### src/rtl/id_inst_queue_pkg.sv
// id_inst_queue_pkg
// Shared defaults and width helpers for the IF->ID instruction queue.
// The entry/interface widths are the concatenation {pc, inst}.
package id_inst_queue_pkg;

    localparam int IQ_DEF_DEPTH  = 4;
    localparam int IQ_DEF_PC_W   = 32;
    localparam int IQ_DEF_INST_W = 32;

    // Width of one stored queue entry {pc, inst}.
    function automatic int iq_entry_wd(input int pc_w, input int inst_w);
        return pc_w + inst_w;
    endfunction

    // Width of the IF->IQ payload (same packing as a stored entry).
    function automatic int if_to_iq_wd(input int pc_w, input int inst_w);
        return pc_w + inst_w;
    endfunction

    // Width of the IQ->ID payload (same packing as a stored entry).
    function automatic int iq_to_id_wd(input int pc_w, input int inst_w);
        return pc_w + inst_w;
    endfunction

endpackage

### src/rtl/id_inst_queue_iq_ram.sv
// iq_ram
// DEPTH x WD register array used as instruction-queue storage.
// One synchronous write port, one asynchronous read port, storage not reset.
// Ports:
//   clk_i    clock
//   we_i     write enable
//   waddr_i  write index
//   wdata_i  write data
//   raddr_i  read index
//   rdata_o  read data (combinational from raddr_i)
module iq_ram #(
    parameter int DEPTH = 4,
    parameter int WD    = 64
) (
    input  logic                     clk_i,
    input  logic                     we_i,
    input  logic [$clog2(DEPTH)-1:0] waddr_i,
    input  logic [WD-1:0]            wdata_i,
    input  logic [$clog2(DEPTH)-1:0] raddr_i,
    output logic [WD-1:0]            rdata_o
);

    logic [WD-1:0] mem_q [DEPTH];

    // Storage write port; contents deliberately left unreset.
    always_ff @(posedge clk_i) begin
        if (we_i) begin
            mem_q[waddr_i] <= wdata_i;
        end
    end

    assign rdata_o = mem_q[raddr_i];

endmodule

### src/rtl/id_inst_queue.sv
// id_inst_queue
// Instruction queue between IF and ID. Captures each fetched {pc, inst}
// pair and hands it to ID under a valid/ready handshake. A synchronous
// flush drops everything (including a push in the same cycle). almost_full
// gives IF early warning to cover the instruction SRAM read latency.
//
// Optional feature (macro ID_IQ_BYPASS_EN): when the queue is empty an
// incoming instruction is presented to ID in the same cycle; if ID takes
// it, it is never written into storage.
//
// Ports:
//   clk, rst            clock, synchronous active-high reset
//   flush               discard all entries and any same-cycle push
//   in_valid/in_pc/in_inst/in_ready     IF side push handshake
//   out_valid/out_pc/out_inst/out_ready ID side pop handshake
//   count               current occupancy
//   almost_full         count >= AF_LEVEL
module id_inst_queue
    import id_inst_queue_pkg::*;
#(
    parameter int DEPTH    = IQ_DEF_DEPTH,
    parameter int PC_W     = IQ_DEF_PC_W,
    parameter int INST_W   = IQ_DEF_INST_W,
    parameter int AF_LEVEL = DEPTH - 1
) (
    input  logic                   clk,
    input  logic                   rst,
    input  logic                   flush,
    input  logic                   in_valid,
    input  logic [PC_W-1:0]        in_pc,
    input  logic [INST_W-1:0]      in_inst,
    output logic                   in_ready,
    output logic                   out_valid,
    output logic [PC_W-1:0]        out_pc,
    output logic [INST_W-1:0]      out_inst,
    input  logic                   out_ready,
    output logic [$clog2(DEPTH):0] count,
    output logic                   almost_full
);

    localparam int AW = $clog2(DEPTH);
    localparam int EW = iq_entry_wd(PC_W, INST_W);
    localparam logic [AW:0] PTR_ONE = (AW + 1)'(1);
    localparam logic [AW:0] AF_LVL  = (AW + 1)'(AF_LEVEL);

    // Pointers carry one extra wrap bit so full and empty are distinguishable.
    logic [AW:0]   wp_q, wp_d;
    logic [AW:0]   rp_q, rp_d;
    logic          empty_s;
    logic          full_s;
    logic          push_s;
    logic          pop_s;
    logic [EW-1:0] rd_entry_s;
    logic [EW-1:0] head_entry_s;

    assign empty_s = (wp_q == rp_q);
    assign full_s  = (wp_q[AW-1:0] == rp_q[AW-1:0]) && (wp_q[AW] != rp_q[AW]);

    // Status outputs depend only on pointer registers.
    assign in_ready    = ~full_s;
    assign count       = wp_q - rp_q;
    assign almost_full = (count >= AF_LVL);

`ifdef ID_IQ_BYPASS_EN
    logic byp_s;

    // Empty queue: forward the incoming pair straight to ID.
    assign byp_s        = empty_s & in_valid & ~flush;
    assign out_valid    = ~empty_s | byp_s;
    assign head_entry_s = empty_s ? {in_pc, in_inst} : rd_entry_s;
    // A bypassed pair that ID consumes immediately is never stored.
    assign push_s       = in_valid & ~full_s & ~flush & ~(byp_s & out_ready);
`else
    assign out_valid    = ~empty_s;
    assign head_entry_s = rd_entry_s;
    assign push_s       = in_valid & ~full_s & ~flush;
`endif

    // Only stored entries advance the read pointer; a bypass consume does not.
    assign pop_s = ~empty_s & out_ready & ~flush;

    assign out_pc   = head_entry_s[EW-1:INST_W];
    assign out_inst = head_entry_s[INST_W-1:0];

    iq_ram #(
        .DEPTH (DEPTH),
        .WD    (EW)
    ) u_iq_ram (
        .clk_i   (clk),
        .we_i    (push_s),
        .waddr_i (wp_q[AW-1:0]),
        .wdata_i ({in_pc, in_inst}),
        .raddr_i (rp_q[AW-1:0]),
        .rdata_o (rd_entry_s)
    );

    // Next-state pointers: flush clears both, else push/pop advance independently.
    always_comb begin
        wp_d = wp_q;
        rp_d = rp_q;
        if (flush) begin
            wp_d = '0;
            rp_d = '0;
        end else begin
            if (push_s) begin
                wp_d = wp_q + PTR_ONE;
            end else begin
                wp_d = wp_q;
            end
            if (pop_s) begin
                rp_d = rp_q + PTR_ONE;
            end else begin
                rp_d = rp_q;
            end
        end
    end

    // Pointer registers with synchronous reset.
    always_ff @(posedge clk) begin
        if (rst) begin
            wp_q <= '0;
            rp_q <= '0;
        end else begin
            wp_q <= wp_d;
            rp_q <= rp_d;
        end
    end

endmodule

### config.mk
export PLATFORM = sky130hd
export DESIGN_NAME = id_inst_queue
export DESIGN_NICKNAME = d
export VERILOG_FILES = /design/src/rtl/id_inst_queue_pkg.sv /design/src/rtl/id_inst_queue_iq_ram.sv /design/src/rtl/id_inst_queue.sv
export SDC_FILE = /design/constraint.sdc
export NUM_CORES = 1
export LEC_CHECK = 0
export CAP_MARGIN = 15
export CORE_ASPECT_RATIO = 2
export CORE_MARGIN = 2
export CORE_UTILIZATION = 30
export CTS_CLUSTER_DIAMETER = 200
export CTS_CLUSTER_SIZE = 14
export DETAILED_ROUTE_END_ITERATION = 10
export GPL_TIMING_DRIVEN = 0
export MAX_ROUTING_LAYER = met4
export SYNTH_ARGS = -nofsm -noshare
export SYNTH_HDL_FRONTEND = slang
export SYNTH_SLANG_ARGS = --single-unit
export TNS_END_PERCENT = 10
### constraint.sdc
create_clock -name clk -period 14.3 [get_ports clk]
set_input_delay 2.86 -clock clk [delete_from_list [all_inputs] [get_ports clk]]
set_output_delay 2.86 -clock clk [all_outputs]
set_load 0.02 [all_outputs]
## Word-level counts from Yosys, hierarchy flattened

Memories as Yosys holds them, arrays and structs flattened. A register that Yosys moved wholly into a read port is not among the register bits.
Cells that the tools add are included.
W data, S select, Z words.

| word-level totals | value |
|---|---|
| bits in registers | 6 |
| bits in latches | 0 |
| bits in writable memories | 256 |
| ROM bits | 0 |
| input port bits | 69 |
| output and inout bits | 70 |
| logic and storage cells | 23 |
| memories | 1 |

| cells by class | value |
|---|---|
| $add $sub $neg | 3 |
| multipliers | 0 |
| divide/modulo/power cells | 0 |
| magnitude comparators | 1 |
| equal/unequal tests | 3 |
| shift-type cells | 0 |
| muxes and demuxes | 4 |
| bitwise operators | 7 |
| reductions and logical operators | 2 |

Memories:

| name | words | width | rd ports | clocked after memory_dff | write ports | RTL line | RTL |
|---|---|---|---|---|---|---|---|
| u_iq_ram.mem_q | 4 | 64 | 1 | 1 | 1 | id_inst_queue_iq_ram.sv:23 | `logic [WD-1:0] mem_q [DEPTH];` |

Operator list:

| cell | number |
|---|---|
| $add A3 B1 Y3 const B | 2 |
| $and A1 B1 Y1 | 4 |
| $mux W2 | 2 |
| $eq A3 B3 Y1 | 1 |
| $ge A3 B2 Y1 const B | 1 |
| $not A1 Y1 | 3 |
| $sub A3 B3 Y3 | 1 |
| $eq A2 B2 Y1 | 1 |
| $mux W1 | 2 |
| $reduce_or A2 Y1 | 1 |
| $logic_and A1 B1 Y1 | 1 |
| $ne A1 B1 Y1 | 1 |

## Longest topological paths before layout

Gate-level depths: netlist of the first run.

| logic depth | value |
|---|---|
| word-level depth | 7 |
| depth in mapped cells | 6 |
| depth with buffers taken out | 6 |

## Hierarchy

A second synthesis of the first run with hierarchy kept.

| unflattened totals | value |
|---|---|
| cell total of the unflattened synthesis | 386 |
| area, all modules | 9,786.9 um^2 |

By module, submodules not included:

| module | times used | cells an instance | area each (um^2) | seq. area each (um^2) |
|---|---|---|---|---|
| iq_ram | 1 | 338 | 9,341.5 | 7,687.4 |
| id_inst_queue | 1 | 48 | 445.4 | 120.1 |

## Worst setup path before layout of the first run

Ideal clock, no wire load.

| timing path | value |
|---|---|
| kind | input to register |
| from | in flush |
| to | reg wp_q[2] |
| library setup time | 0.300 ns |
| arrival time | 6.542 ns |
| required time | 14.000 ns |
| slack | 7.458 ns |
| cell stages on the path | 3 |
| path buffers | 0 |
| cell sequence | nand3b_1 a31oi_1 mux2i_1 |

| on the way | value |
|---|---|
| cells in the longest elaborated chain, start to end | 2 |
| elaborated cells between the ends (all ways) | 3 |
| those cells by class | 2 x bitwise; 1 x reduce/logical |

RTL lines:

| item | RTL line | RTL |
|---|---|---|
| from (decl) | id_inst_queue.sv:28 | `input logic flush,` |
| $not A1 Y1 | id_inst_queue.sv:76 | `assign push_s = in_valid & ~full_s & ~flush;` |
| $and A1 B1 Y1 | id_inst_queue.sv:76 |  |
| to (signal assigned) | id_inst_queue.sv:124 | `wp_q <= wp_d;` |
| to (decl) | id_inst_queue.sv:47 | `logic [AW:0] wp_q, wp_d;` |

Parallel ways exist; a longest one is shown, timed or not.
A chain may end at the register's enable or synchronous reset.

==> results of run 1 <==
==> registers in the layout, summed over array words and instances (netlist names), named ones only <==
register,flops
u_iq_ram.mem_q,256
wp_q,3
rp_q,3
==> per-layer routing <==
metal  track usage  vias to the layer above  wire [microns]
li1              -                     1998               -
met1         0.121                     2391            7150
met2         0.240                      113           11900
met3        0.0180                       20             769
met4        0.0377                        0             358
met5             -                        -               0
==> power breakdown <==
part | switching (mW) | internal [mW] | total [mW]
clock network | 0.252 | 0.306 | 0.558
logic | 0.0412 | 0.0455 | 0.0866
registers | 0.00237 | 0.860 | 0.862
==> worst register-to-register path, stage by stage (launching register included) <==
cell      delay, ns
dfxtp_1        0.36
inv_1          0.11
ha_1           0.41
a311oi_4       0.41
and2_4         0.50
buf_16         0.31
==> through the flow <==
| stage | hold slack [ns] | cells | worst slack (ns) | util |
|---|---|---|---|---|
| 6_report | 0.523 | 1002 | 8.74 | 0.389 |
| 5_1_grt | 0.545 | 1002 | 8.59 | 0.389 |
| 4_1_cts | 0.524 | 1002 | 8.64 | 0.389 |
| 3_5_place_dp | 0.515 | 962 | 9.20 | 0.369 |
| 3_3_place_gp | 0.492 | 956 | 4.02 | 0.364 |
| 2_1_floorplan | 0.469 | 391 | 7.46 | - |
==> final cells by class <==
type                       count  area, sq um  share of cell area
inverter                       7         26.3             0.00210
tap                          427          534              0.0428
sequential                   264         7850               0.628
timing repair buffer         144         1520               0.122
clock buffer                  40          649              0.0520
buffer                        14         77.6             0.00621
multi-input combinational    106         1840               0.147
==> logic make-up after synthesis <==
group | synth area share
XOR/XNOR | 0.00256
AND/OR/NAND/NOR | 0.00961
AO/OA/AOI/OAI | 0.0100
adder cells (fa/ha/maj) | 0.0110
multiplexers | 0.153
buffers and inverters | 0.0106
flip-flops | 0.803
==> how the worst max path moves through the flow <==
stage / startpoint / depth (start not counted) / to
finish: register / 4 / out_pc[3]
global route: register / 4 / out_pc[17]
CTS: register / 4 / out_inst[8]
detailed placement: register / 4 / out_inst[8]
global placement: flush / 4 / wp_q[2]$_SDFFE_PP0P_
floorplan: flush / 3 / wp_q[2]$_SDFFE_PP0P_
==> cells in the final DEF (no fill, tap or decap), types with 2 or more instances in the layout <==
| cell | count |
|---|---|
| inv_1 | 7 |
| clkbuf_16 | 23 |
| buf_1 | 6 |
| clkdlybuf4s50_1 | 138 |
| edfxtp_1 | 256 |
| buf_12 | 3 |
| or2_2 | 2 |
| mux4_2 | 64 |
| o2111ai_1 | 2 |
| buf_4 | 6 |
| clkbuf_1 | 16 |
| dfxtp_1 | 8 |
| mux2i_1 | 5 |
| nand2_1 | 7 |
| and2_4 | 3 |
| buf_16 | 3 |
| ha_1 | 7 |
==> results by group, run 1 <==
Global routing
  • Largest net degree at the start of global routing: between 40 and 50
  • First-pass GRT wire length: 30400 microns
  • Initial antenna violation count: 0
  • Total track usage: 0.122
  • Total grt overflow: 0
  • Vias in the first global route: slightly above 5000

Timing
  • Worst Skew: 0.0201 ns
  • Final slew viol count: 0
  • Rel. slew slack: 0.543
  • Max Freq: ~180 MHz
  • Slew of the pin with the lowest slew margin: just under 0.7 ns
  • Tmin final: between 5 and 6 ns
  • Setup TNS: 0 ns
  • # setup viols final: 0
  • Final Cycle Share: 0.389
  • Final hold viol count: 0
  • Unrepaired setup endpoints after global routing: no

Worst hold path
  • HP Start: wp_q[2]$_SDFFE_PP0P_
  • WHS Endpoint: wp_q[2]$_SDFFE_PP0P_
  • Hold depth: 2
  • Worst hold path type: reg2reg

Clocking
  • Clk buf depth: 3
  • Number of hold buffers added after CTS: 0
  • # clock sinks: approximately 260
  • Skew-Pair Late Insertion Delay: approximately 0.5 ns
  • H-tree levels: 1
  • Root buffer cell: clkbuf_16
  • Post-CTS setup buffer count: 0
  • Post-CTS resize count: 0
  • Num CTS Buffers: 22
  • CTS clk-pin slew, worst paths: roughly 0.07 ns
  • TritonCTS clock tree: built

Route
  • Post-route ant nets: 0
  • Drt drc: 0
  • Vias: around 4500
  • Drt wl/cell: roughly 20 microns
  • Drt total wl: just over 20000 microns
  • Iter 0 DRT Violations: roughly 210
  • Drt via density: around 4.5
  • Pre-antenna DRT Iters: 4

Yosys
  • Cell count after synthesis: approximately 390
  • Syn nets: around 470
  • Prevailing post-synth register cell: edfxtp_1
  • Top post-synthesis cells by area: edfxtp_1 79%, mux4_2 15%, dfxtp_1 1.6%, ha_1 0.90%, mux2i_1 0.51%
  • Async SR Flop Fraction: 0
  • Count leader, synth: edfxtp_1
  • Yosys cell types: 30
  • Syn Area/Cell: ~25 sq um
  • Yosys warning count: 0
  • Post-Syn Area: just under 10000 sq um
  • Leading area contributor after synthesis: edfxtp_1
  • Yosys top cell area share: 0.787
  • Commonest cells post-synth: 256 x edfxtp_1, 64 x mux4_2, 8 x dfxtp_1
  • Register area share after synthesis: 0.803
  • Seq cells post-synth: 264
  • Post-synth EDFFs: between 200 and 300

Setup path
  • Critical path class: reg2out
  • Crit-path max cell delay: 0.59 ns
  • Setup slack, reg-to-reg: 11.86 ns
  • Worst r2r src: rp_q[1]$_SDFFE_PP0P_
  • CP startpoint kind: register
  • Critical R2R Capture: u_iq_ram.mem_q[2][20]$_DFFE_PP_
  • Delay-heaviest family, CP: buffers and inverters
  • Critical path's slowest cell: clkdlybuf4s50_1
  • Worst Reg-to-Reg Cells: 5
  • Req. time, crit path: 11.44 ns
  • CP max FO: 10
  • Worst path cell trace: clkbuf_2, buf_1, mux4_2, clkdlybuf4s50_1
  • Nature of the critical path endpoint: output pin
  • WP data arrival: ~2.7 ns
  • CP Buf/Inv Count: 3

Layout
  • Share of cells above drive strength 1: 0.195
  • Diode count: 0
  • Finished layout cell area: 12500 sq um
  • Final nets: between 600 and 700
  • Fill count: between 2000 and 3000
  • P&R area growth vs syn: 28.0%

Floorplanning
  • Row Count: just over 90
  • Effective utilization at floorplan: 0.304
  • Height of the chip: approximately 260 microns
  • Io pins: 139
  • Die Width: about 130 microns
  • Die area: between 30000 and 40000 sq um
  • Placeable Area: roughly 32000 sq um

Place
  • Port Buffer Count: between 100 and 150
  • Detailed Place HPWL: 13300 microns
  • GP Congestion: 0.675
  • Placed cell areas: ~12000 sq um

Flow run
  • Max-cap violation count: 0

Status
  • Status: completed

Power
  • Pwr per Cell Area: approximately 120 nW/um^2
  • Static Leak: between 3 and 4 nW
  • Tot Pwr: between 1.5 and 2 mW
  • Max VDD drop: 90.1 uV
(Power assumes the default switching activity.)
==> run 2: changes to the inputs <==
==> constraint.sdc (replaced) <==
create_clock -name clk -period 5.1 [get_ports clk]
set_input_delay 1.02 -clock clk [delete_from_list [all_inputs] [get_ports clk]]
set_output_delay 1.02 -clock clk [all_outputs]
set_load 0.02 [all_outputs]
==> results of run 2 <==
The final DEF is identical to that of run 1. Status: completed.
Among the figures that moved: setup slack after placement 9.20 ns -> 1.84 ns; setup slack after layout 8.74 ns -> 1.38 ns; register-to-register setup slack 11.86 ns -> 2.66 ns; total power 1.51 mW -> 4.22 mW; worst IR drop on VDD 90.1 uV -> 253 uV
==> run 3: changes to the inputs <==
==> constraint.sdc (replaced) <==
create_clock -name clk -period 3.6 [get_ports clk]
set_input_delay 0.72 -clock clk [delete_from_list [all_inputs] [get_ports clk]]
set_output_delay 0.72 -clock clk [all_outputs]
set_load 0.02 [all_outputs]
==> results by group, run 3 (synthesis results as in run 1) <==
Floorplanning
  • Die area: about 34000 sq um
  • Height of the chip: around 260 microns
  • Effective utilization at floorplan: 0.304
  • Row Count: 93
  • Io pins: 139
  • Die Width: 132 microns
  • Placeable Area: 32100 sq um

Clocking
  • CTS clk-pin slew, worst paths: roughly 0.07 ns
  • TritonCTS clock tree: built
  • # clock sinks: 264
  • Root buffer cell: clkbuf_16
  • Clk buf depth: 3
  • Post-CTS setup buffer count: 0
  • Post-CTS resize count: 0
  • Skew-Pair Late Insertion Delay: 0.51 ns
  • Number of hold buffers added after CTS: 0
  • H-tree levels: 1
  • Num CTS Buffers: 22

Place
  • Detailed Place HPWL: around 13000 microns
  • Port Buffer Count: between 100 and 150
  • Inst Count DP: between 900 and 1000
  • Setup slack at placement: roughly 0.64 ns
  • GP Congestion: 0.686

Setup path
  • Req. time, crit path: ~2.9 ns
  • CP max FO: 10
  • WP data arrival: roughly 2.7 ns
  • Worst path cell trace: clkbuf_2, buf_1, mux4_2, clkdlybuf4s50_1
  • Worst r2r src: wp_q[0]$_SDFFE_PP0P_
  • Critical path's slowest cell: clkdlybuf4s50_1
  • Critical path class: reg2out
  • Crit-path max cell delay: about 0.57 ns
  • Worst Reg-to-Reg Cells: 5
  • Setup slack, reg-to-reg: 1.16 ns
  • CP startpoint kind: register
  • Critical R2R Capture: u_iq_ram.mem_q[2][54]$_DFFE_PP_
  • Nature of the critical path endpoint: output pin

Route
  • Drt total wl: approximately 20000 microns
  • Drt drc: 0
  • Post-route ant nets: 0
  • Vias: around 4500
  • Pre-antenna DRT Iters: 4
  • Iter 0 DRT Violations: approximately 230
  • Drt via density: between 4 and 5
  • Drt wl/cell: just over 20 microns

Global routing
  • Largest net degree at the start of global routing: 45
  • Total grt overflow: 0
  • Vias in the first global route: around 5300
  • Total track usage: 0.124
  • First-pass GRT wire length: between 30000 and 40000 microns
  • Initial antenna violation count: 1

Worst hold path
  • WHS Endpoint: wp_q[0]$_SDFFE_PP0P_
  • HP Start: wp_q[0]$_SDFFE_PP0P_
  • Worst hold path type: reg2reg
  • Hold depth: 2

Timing
  • Final hold viol count: 0
  • Final Cycle Share: 0.950
  • Setup TNS: 0 ns
  • Tmin final: between 3 and 4 ns
  • Rel. slew slack: 0.556
  • Final slew viol count: 0
  • Slew of the pin with the lowest slew margin: roughly 0.67 ns
  • Max Freq: approximately 290 MHz
  • Unrepaired setup endpoints after global routing: no
  • Worst Skew: between 0.004 and 0.005 ns
  • Worst setup margin: between 0.15 and 0.2 ns
  • # setup viols final: 0

Power
  • Cell-internal power: a little under 5 mW
  • Tot Pwr: around 6 mW
  • Combinational power share: 0.057
  • P_sw: around 1.2 mW
  • Sw Share: 0.197
  • Clock share of power: 0.371
  • Pwr per Cell Area: around 480 nW/um^2
  • Reg power frac: 0.572
  • Static Leak: 3.85 nW
  • Max VDD drop: 255 uV

Layout
  • Fill count: approximately 2900
  • Commonest non-fill, non-tap cells in the layout: 256 x edfxtp_1, 138 x clkdlybuf4s50_1, 64 x mux4_2, 23 x clkbuf_16, 16 x clkbuf_1
  • Most common cell after layout, fill and taps aside: edfxtp_1
  • Number of flip-flops in the largest register: between 200 and 300
  • Sequential cell area: a little under 8000 sq um
  • Post-Layout Cell Count: 1003
  • Area of the multi-input gates: between 1500 and 2000 sq um
  • Top Registers: u_iq_ram.mem_q: 256 flops, rp_q: 3 flops, wp_q: 3 flops
  • Share of cells above drive strength 1: 0.195
  • P&R area growth vs syn: 28.1%
  • Reg with most FFs: u_iq_ram.mem_q
  • Final nets: around 640

Status
  • Status: completed

Flow run
  • Max-cap violation count: 0
[run 3: changes by cell type in the layout (fill, tap and decap cells not counted), sizes merged]
cell	previous run	this run
diode	0	1
[run 3: worst max path at each step]
| stage | from | end | cells after the start |
|---|---|---|---|
| after floorplan | flush | u_iq_ram.mem_q[3][0]$_DFFE_PP_ | 2 |
| after global placement | flush | wp_q[2]$_SDFFE_PP0P_ | 4 |
| after detailed placement | register | out_pc[18] | 4 |
| after CTS | register | out_pc[1] | 4 |
| after global routing | register | out_inst[30] | 4 |
| final | register | out_pc[18] | 4 |
[run 3: per-layer routing]
| layer | GRT usage | up-vias | wire (microns) |
|---|---|---|---|
| li1 | - | 1992 | - |
| met1 | 0.128 | 2360 | 7410 |
| met2 | 0.233 | 100 | 11500 |
| met3 | 0.0186 | 28 | 735 |
| met4 | 0.0489 | 0 | 584 |
| met5 | - | - | 0 |
[run 3: critical path: cells and delay by family, from the launching register on]
kind | cells | cell delay (ns)
flops | 1 | 0.30
mux | 1 | 0.45
buf+inv | 3 | 1.44
[run 3: cell type report]
type	count	share of cell area
plain buffers	14	0.00620
repair buffers	144	0.123
clock buffers	40	0.0519
well taps	427	0.0427
diodes	1	0.000200
multi-input cells	106	0.147
flip-flops and latches	264	0.627
inverters	7	0.00210
[run 3: power groups by stage]
stage | clock (mW) | combinational (mW) | sequential (mW)
floorplan | 0 | 0.133 | 3.49
global placement | 0 | 0.333 | 3.49
detailed placement | 0 | 0.350 | 3.49
CTS | 2.31 | 0.352 | 3.42
global route | 2.41 | 0.366 | 3.43
finish | 2.22 | 0.344 | 3.42
[run 3: stage by stage]
stage,util,hold slack [ns],cell area (sq um)
finish,0.390,0.521,12500
global route,0.390,0.569,12500
CTS,0.390,0.520,12500
detailed placement,0.369,0.512,11900
global placement,0.364,0.497,11700
floorplan,-,0.469,9770
